==> config.mk <==
export PLATFORM = sky130hd
export DESIGN_NAME = mul_seq
export DESIGN_NICKNAME = d
export VERILOG_FILES = /design/src/rtl/wires.sv /design/src/rtl/mul17.sv /design/src/rtl/mul_seq.sv
export SDC_FILE = /design/constraint.sdc
export NUM_CORES = 1
export LEC_CHECK = 0
export ABC_AREA = 1
export BUFFER_PORTS_ARGS = -buffer_cell sky130_fd_sc_hd__buf_2
export CAP_MARGIN = 15
export CORE_MARGIN = 2
export CORE_UTILIZATION = 50
export DETAILED_ROUTE_END_ITERATION = 7
export PLACE_DENSITY = 0.69
export SLEW_MARGIN = 30
export SYNTH_ARGS = -nofsm -noshare
export SYNTH_HDL_FRONTEND = slang
export SYNTH_SLANG_ARGS = --single-unit
==> constraint.sdc <==
create_clock -name clk -period 9.1 [get_ports clk]
set_clock_uncertainty 0.05 [all_clocks]
set_input_delay 2.73 -clock clk [delete_from_list [all_inputs] [get_ports clk]]
set_output_delay 2.73 -clock clk [all_outputs]
set_load 0.005 [all_outputs]
==> src/rtl/wires.sv <==
// Shared types for the sequential multiplier.
//   mul_op_type        - one-hot request opcode {mul, mulh, mulhsu, mulhu}
//   mul_seq_state_type - multiplier FSM states
//   mul_kind_type      - opcode after priority decode, held while calculating
//   MUL_SEQ_STEPS      - number of 17x17 partial-product steps for a full product
package wires;

    typedef struct packed {
        logic mul;
        logic mulh;
        logic mulhsu;
        logic mulhu;
    } mul_op_type;

    typedef enum logic [1:0] {
        IDLE,
        CALC,
        DONE
    } mul_seq_state_type;

    typedef enum logic [1:0] {
        MUL_KIND_MUL,
        MUL_KIND_MULH,
        MUL_KIND_MULHSU,
        MUL_KIND_MULHU
    } mul_kind_type;

    localparam int unsigned MUL_SEQ_STEPS = 4;

    // Priority mul > mulh > mulhsu > mulhu; anything without a higher bit
    // set (including all-zero) runs as mulhu.
    function automatic mul_kind_type mul_decode(input mul_op_type op);
        if (op.mul) begin
            return MUL_KIND_MUL;
        end else if (op.mulh) begin
            return MUL_KIND_MULH;
        end else if (op.mulhsu) begin
            return MUL_KIND_MULHSU;
        end else begin
            return MUL_KIND_MULHU;
        end
    endfunction

endpackage

==> src/rtl/mul17.sv <==
// Combinational 17x17 signed multiplier.
//   i_a, i_b : 17-bit signed operands
//   o_p      : 34-bit signed product (exact, cannot overflow)
module mul17 (
    input  logic signed [16:0] i_a,
    input  logic signed [16:0] i_b,
    output logic signed [33:0] o_p
);

    logic signed [33:0] w_a;
    logic signed [33:0] w_b;

    assign w_a = {{17{i_a[16]}}, i_a};
    assign w_b = {{17{i_b[16]}}, i_b};
    assign o_p = w_a * w_b;

endmodule

==> src/rtl/mul_seq.sv <==
// Sequential 32x32 multiplier built from one 17x17 signed multiplier.
// Each 33-bit extended operand is split into a non-negative low half and a
// signed high half; four partial products are accumulated, one per cycle.
// mul needs only the low word, so the hi*hi step is skipped for it.
//   clk          : clock, rising edge
//   rst          : asynchronous active-low reset
//   req_valid    : request present
//   req_ready    : request accepted this cycle when req_valid=1
//   req_op       : one-hot opcode {mul, mulh, mulhsu, mulhu}
//   req_rdata1/2 : multiplicand / multiplier
//   flush        : abort any in-flight operation
//   resp_valid   : result available (registered, only in DONE)
//   resp_ready   : consumer takes the result
//   resp_result  : result word
module mul_seq
    import wires::*;
(
    input  logic        clk,
    input  logic        rst,
    input  logic        req_valid,
    output logic        req_ready,
    input  mul_op_type  req_op,
    input  logic [31:0] req_rdata1,
    input  logic [31:0] req_rdata2,
    input  logic        flush,
    output logic        resp_valid,
    input  logic        resp_ready,
    output logic [31:0] resp_result
);

    mul_seq_state_type  r_state;
    logic [1:0]         r_step;
    logic signed [65:0] r_acc;
    logic [32:0]        r_op1;
    logic [32:0]        r_op2;
    mul_kind_type       r_kind;
    logic               r_resp_valid;
    logic [31:0]        r_resp_result;

    mul_kind_type       w_kind;
    logic               w_sx1;
    logic               w_sx2;
    logic [32:0]        w_ext1;
    logic [32:0]        w_ext2;
    logic               w_accept;

    logic signed [16:0] w_lo1;
    logic signed [16:0] w_hi1;
    logic signed [16:0] w_lo2;
    logic signed [16:0] w_hi2;
    logic signed [16:0] w_a;
    logic signed [16:0] w_b;
    logic signed [33:0] w_prod;
    logic signed [65:0] w_prod_ext;
    logic signed [65:0] w_term;
    logic signed [65:0] w_acc_next;
    logic               w_last;

    // ---------------------------------------------------------------
    // Request decode and operand extension
    // ---------------------------------------------------------------
    assign w_kind = mul_decode(req_op);
    assign w_sx1  = (w_kind != MUL_KIND_MULHU);
    assign w_sx2  = (w_kind == MUL_KIND_MUL) || (w_kind == MUL_KIND_MULH);
    assign w_ext1 = {w_sx1 & req_rdata1[31], req_rdata1};
    assign w_ext2 = {w_sx2 & req_rdata2[31], req_rdata2};

    assign req_ready = !flush && ((r_state == IDLE) || ((r_state == DONE) && resp_ready));
    assign w_accept  = req_valid && req_ready;

    // ---------------------------------------------------------------
    // Partial-product datapath
    // ---------------------------------------------------------------
    // Low halves carry a zero top bit so the signed multiplier treats them
    // as unsigned 16-bit values.
    assign w_lo1 = {1'b0, r_op1[15:0]};
    assign w_hi1 = r_op1[32:16];
    assign w_lo2 = {1'b0, r_op2[15:0]};
    assign w_hi2 = r_op2[32:16];

    always_comb begin
        w_a = w_lo1;
        w_b = w_lo2;
        unique case (r_step)
            2'd0: begin w_a = w_lo1; w_b = w_lo2; end
            2'd1: begin w_a = w_hi1; w_b = w_lo2; end
            2'd2: begin w_a = w_lo1; w_b = w_hi2; end
            2'd3: begin w_a = w_hi1; w_b = w_hi2; end
            default: begin w_a = w_lo1; w_b = w_lo2; end
        endcase
    end

    mul17 u_mul17 (
        .i_a (w_a),
        .i_b (w_b),
        .o_p (w_prod)
    );

    assign w_prod_ext = {{32{w_prod[33]}}, w_prod};

    always_comb begin
        w_term = w_prod_ext;
        unique case (r_step)
            2'd0:    w_term = w_prod_ext;
            2'd1:    w_term = w_prod_ext <<< 16;
            2'd2:    w_term = w_prod_ext <<< 16;
            2'd3:    w_term = w_prod_ext <<< 32;
            default: w_term = w_prod_ext;
        endcase
    end

    // Step 0 starts a fresh sum, so a stale accumulator never leaks in.
    assign w_acc_next = (r_step == 2'd0) ? w_term : (r_acc + w_term);

    // hi*hi only lands at bit 32 and up, which mul never returns.
    assign w_last = (r_step == 2'(MUL_SEQ_STEPS - 1)) ||
                    ((r_kind == MUL_KIND_MUL) && (r_step == 2'(MUL_SEQ_STEPS - 2)));

    // ---------------------------------------------------------------
    // Control FSM with registered response
    // ---------------------------------------------------------------
    always_ff @(posedge clk or negedge rst) begin
        if (!rst) begin
            r_state       <= IDLE;
            r_step        <= 2'd0;
            r_acc         <= '0;
            r_op1         <= '0;
            r_op2         <= '0;
            r_kind        <= MUL_KIND_MUL;
            r_resp_valid  <= 1'b0;
            r_resp_result <= '0;
        end else if (flush) begin
            r_state      <= IDLE;
            r_step       <= 2'd0;
            r_resp_valid <= 1'b0;
        end else begin
            unique case (r_state)
                IDLE: begin
                end
                CALC: begin
                    r_acc <= w_acc_next;
                    if (w_last) begin
                        r_state       <= DONE;
                        r_step        <= 2'd0;
                        r_resp_valid  <= 1'b1;
                        r_resp_result <= (r_kind == MUL_KIND_MUL) ? w_acc_next[31:0]
                                                                  : w_acc_next[63:32];
                    end else begin
                        r_step <= r_step + 2'd1;
                    end
                end
                DONE: begin
                    if (resp_ready) begin
                        r_state      <= IDLE;
                        r_resp_valid <= 1'b0;
                    end
                end
                default: begin
                    r_state <= IDLE;
                end
            endcase

            // An accept overrides the DONE->IDLE move above, giving back-to-back
            // operation when the consumer and a new request meet in one cycle.
            if (w_accept) begin
                r_op1   <= w_ext1;
                r_op2   <= w_ext2;
                r_kind  <= w_kind;
                r_step  <= 2'd0;
                r_state <= CALC;
            end
        end
    end

    assign resp_valid  = r_resp_valid;
    assign resp_result = r_resp_result;

endmodule

==> impl_metrics.env <==
export IMPL_arrival_ns=9.48
export IMPL_fin_crit_sh=1.00
export IMPL_hp_class="reg -> reg"
export IMPL_max_freq_ghz=0.109
export IMPL_syn_to_final_growth_pct=41.9
export IMPL_hold_end="resp_result[29]"
export IMPL_post_route_min_period_ns=9.14
export IMPL_coreArea_um2=47500
export IMPL_num_vias=26000
export IMPL_r2r_start="r_step[0]"
export IMPL_synth_edf_count=0
export IMPL_synth_cell_types=52
export IMPL_synth_compound_area_frac=0.119
export IMPL_cts_tree="yes"
export IMPL_rr_worst_depth=52
export IMPL_slowest_delay_ns=0.58
export IMPL_finalMaxSlewViolations=0
export IMPL_worst_slew_pin_slew_ns=1.09
export IMPL_start_kind="flip-flop"
export IMPL_portBuffers=105
export IMPL_synthFlopType="dfrtp_1"
export IMPL_die_h_um=223
export IMPL_netlist_area_um2=24000
export IMPL_postRouteAntennaNets=0
export IMPL_synth_warning_count=0
export IMPL_path_class="reg -> reg"
export IMPL_cp_max_fo=7
export IMPL_grtUsageMet1=0.496
export IMPL_avgSynthCellArea_um2=7.07
export IMPL_critPathSlowestCell="fa_2"
export IMPL_clock_latency_ns=0.48
export IMPL_hold_slack_ns=0.430
export IMPL_synthSimpleGateAreaFrac=0.247
export IMPL_avgViaCountPerCell=5.48
export IMPL_end_kind="flip-flop"
export IMPL_critical_path_required_ns=9.44
export IMPL_wl_per_cell_um=19.4
export IMPL_cts_root_buf="clkbuf_16"
export IMPL_grt_start_max_net_pins=77
export IMPL_clock_sinks=169
export IMPL_first_pass_iters=8
export IMPL_die_area_um2=49800
export IMPL_timing_final_hold_violations=0
export IMPL_setup_viol=2
export IMPL_synth_nets=3919
export IMPL_drc_errors=0
export IMPL_synthCells=3397
export IMPL_r2r_end="r_acc[54]"
export IMPL_start_util=0.505
export IMPL_hold_depth=2
export IMPL_drive_gt1_frac=0.352
export IMPL_fp_dieW_um=223
export IMPL_r2r_setup_slack_ns=-0.04
export IMPL_slew_headroom=0.274
export IMPL_ys_ff_latch=169
export IMPL_setup_ws_ns=-0.0418
export IMPL_pin_count=107
export IMPL_gp_congestion=1.05
export IMPL_synth_top_family_by_area="adder cells"
export IMPL_num_antenna_cells=0
export IMPL_synth_async_reset_ratio=1.00
export IMPL_dp_hpwl_mm=69.6
export IMPL_drtIter0Drc=2720
export IMPL_cts_buffers=17
export IMPL_ctsLongestPathBuffers=2
export IMPL_synth_area_mux_share=0.000417
export IMPL_h_tree_depth=4
export IMPL_yosys_area_share_adder=0.327
export IMPL_layout_nets=4638
export IMPL_use_met2=0.524
export IMPL_grt_pass1_wl_mm=134
export IMPL_status="complete, but fails checks"
export IMPL_seq_area_frac_synth=0.176
export IMPL_max_cap_viol_count=0
export IMPL_antenna_found_initial=3
export IMPL_rsz0062_at_grt="true"
export IMPL_grt_most_used_layer="met2"
export IMPL_fill_cells=3595
export IMPL_track_usage=0.355
export IMPL_num_rows=80
export IMPL_grt_pass1_vias=24400
export IMPL_min_delay_start="resp_result[29]"
export IMPL_violations="negative setup slack"
export IMPL_path_clk_slew_ns=0.07
export IMPL_synthXorXnorAreaFrac=0.0153
export IMPL_grt_ovfl_total=0
export IMPL_drt_wl_total_mm=92.1
export IMPL_grt_use_met3=0.119
[cell usage after synthesis, types with 2 or more instances]
cell type	number	area [µm²]
buf_2	7	35.0
nand4_1	12	75.1
nand3_1	138	691
a21boi_0	4	30.0
clkbuf_1	85	319
o21ai_2	9	78.8
nand2_1	902	3390
nand3b_1	5	37.5
inv_2	2	7.51
nor3_1	17	85.1
o21ai_0	236	1180
nor2_4	2	22.5
o31ai_1	3	22.5
a211oi_1	2	15.0
o22ai_1	10	62.6
nor4_2	2	25.0
o21bai_1	10	75.1
a21oi_1	169	846
fa_1	297	5950
nor2_1	376	1410
ha_1	152	1900
xnor2_1	10	87.6
dfrtp_1	169	4230
inv_1	625	2350
buf_1	4	15.0
a21o_1	9	67.6
clkinv_1	8	30.0
xor2_1	32	280
buf_6	3	33.8
nand3_2	2	20.0
o221ai_1	2	17.5
o21a_1	27	203
a21oi_2	3	26.3
o211ai_1	4	30.0
o21ai_1	23	115
or2_2	9	56.3
nand2_2	5	31.3
a31oi_1	5	31.3
nor4_1	3	18.8
o211a_1	2	20.0
[worst max-delay path: cells and delay by family, from the launching register on]
family	cells	cell delay, ns
buffers and inverters	19	2.44
AND/OR/NAND/NOR	19	1.68
AO/OA/AOI/OAI	5	0.50
adder cells (fa/ha/maj)	9	3.88
flip-flops	1	0.45
[placed cells by master, fill, tap and decap left out, types with 13 or more instances in the layout]
master / n
o21ai_2: 37
xor2_1: 23
a21oi_1: 94
o21ai_0: 156
nor2_2: 94
dfrtp_1: 168
o21a_1: 26
nor2_1: 232
ha_1: 94
clkbuf_16: 20
buf_12: 17
a21oi_2: 66
nand3_2: 30
nand3_1: 101
nand2_4: 33
nand2_1: 786
inv_1: 558
nor2_4: 53
fa_1: 285
ha_4: 55
buf_6: 45
a21oi_4: 13
nand2_2: 88
inv_2: 65
buf_4: 628
o21ai_1: 71
buf_2: 104
[cell families after synthesis]
family                     after synthesis
AOI/OAI and AO/OA                      521
buffers and inverters                  734
and+or+nand+nor                       1481
xor gates and xnor gates                42
adders and majority gates              449
DFF                                    169
muxes                                    1
[flip-flops by register name, indices dropped and copies added, names as in the netlist]
register     flops
resp_valid       1
resp_result     32
r_state          2
r_op1           33
r_op2           33
r_acc           64
r_kind           2
r_step           2
[layer usage]
| metal | wire length, µm | vias up |
|---|---|---|
| li1 | - | 11900 |
| met1 | 37200 | 12500 |
| met2 | 40200 | 1300 |
| met3 | 11300 | 253 |
| met4 | 3300 | 2 |
| met5 | 16 | - |
[worst max-delay path by stage]
stage                                 end      start  cells after the start  slack [ns]
after floorplan           resp_result[19]  r_step[0]                     42        0.44
after global placement    resp_result[14]  r_step[0]                     44       -0.38
final                           r_acc[54]  r_step[0]                     52       -0.04
after CTS                  resp_result[9]  r_step[1]                     49      -0.005
after detailed placement  resp_result[27]  r_step[0]                     41       -0.45
after global routing            r_acc[54]  r_step[0]                     52       -0.36
[through the flow]
stage	setup slack [ns]	area [µm²]	utilization	TNS, ns	instances
4_1_cts	-0.00511	31000	0.651	-0.00511	4675
3_3_place_gp	-0.379	29500	0.620	-8.38	4605
6_report	-0.0418	34100	0.717	-0.0524	4742
5_1_grt	-0.360	34100	0.717	-10.25	4742
2_1_floorplan	0.439	24000	-	0	3397
3_5_place_dp	-0.451	29500	0.620	-12.94	4605
[layout make-up]
type                            count  area [µm²]  area share
Clock buffer                       17         425      0.0125
Clock inverter                     13         160     0.00470
Inverter                          635        2410      0.0708
Multi-Input combinational cell   2494       19900       0.584
Sequential cell                   169        4230       0.124
Tap cell                          615         769      0.0226
Timing Repair Buffer              799        6190       0.182
[repair_timing]
action	CTS	global route
gates cloned	3	4
endpoints found under the setup margin	67	79
hold buffers	0	0
setup buffers	37	68
gates resized for setup	154	699
endpoints found under the hold margin	0	0
pin swaps	31	215
Power is left out: the tool's default activity adds up to more than one toggle a clock period on the data nets, which glitch-free logic cannot reach.
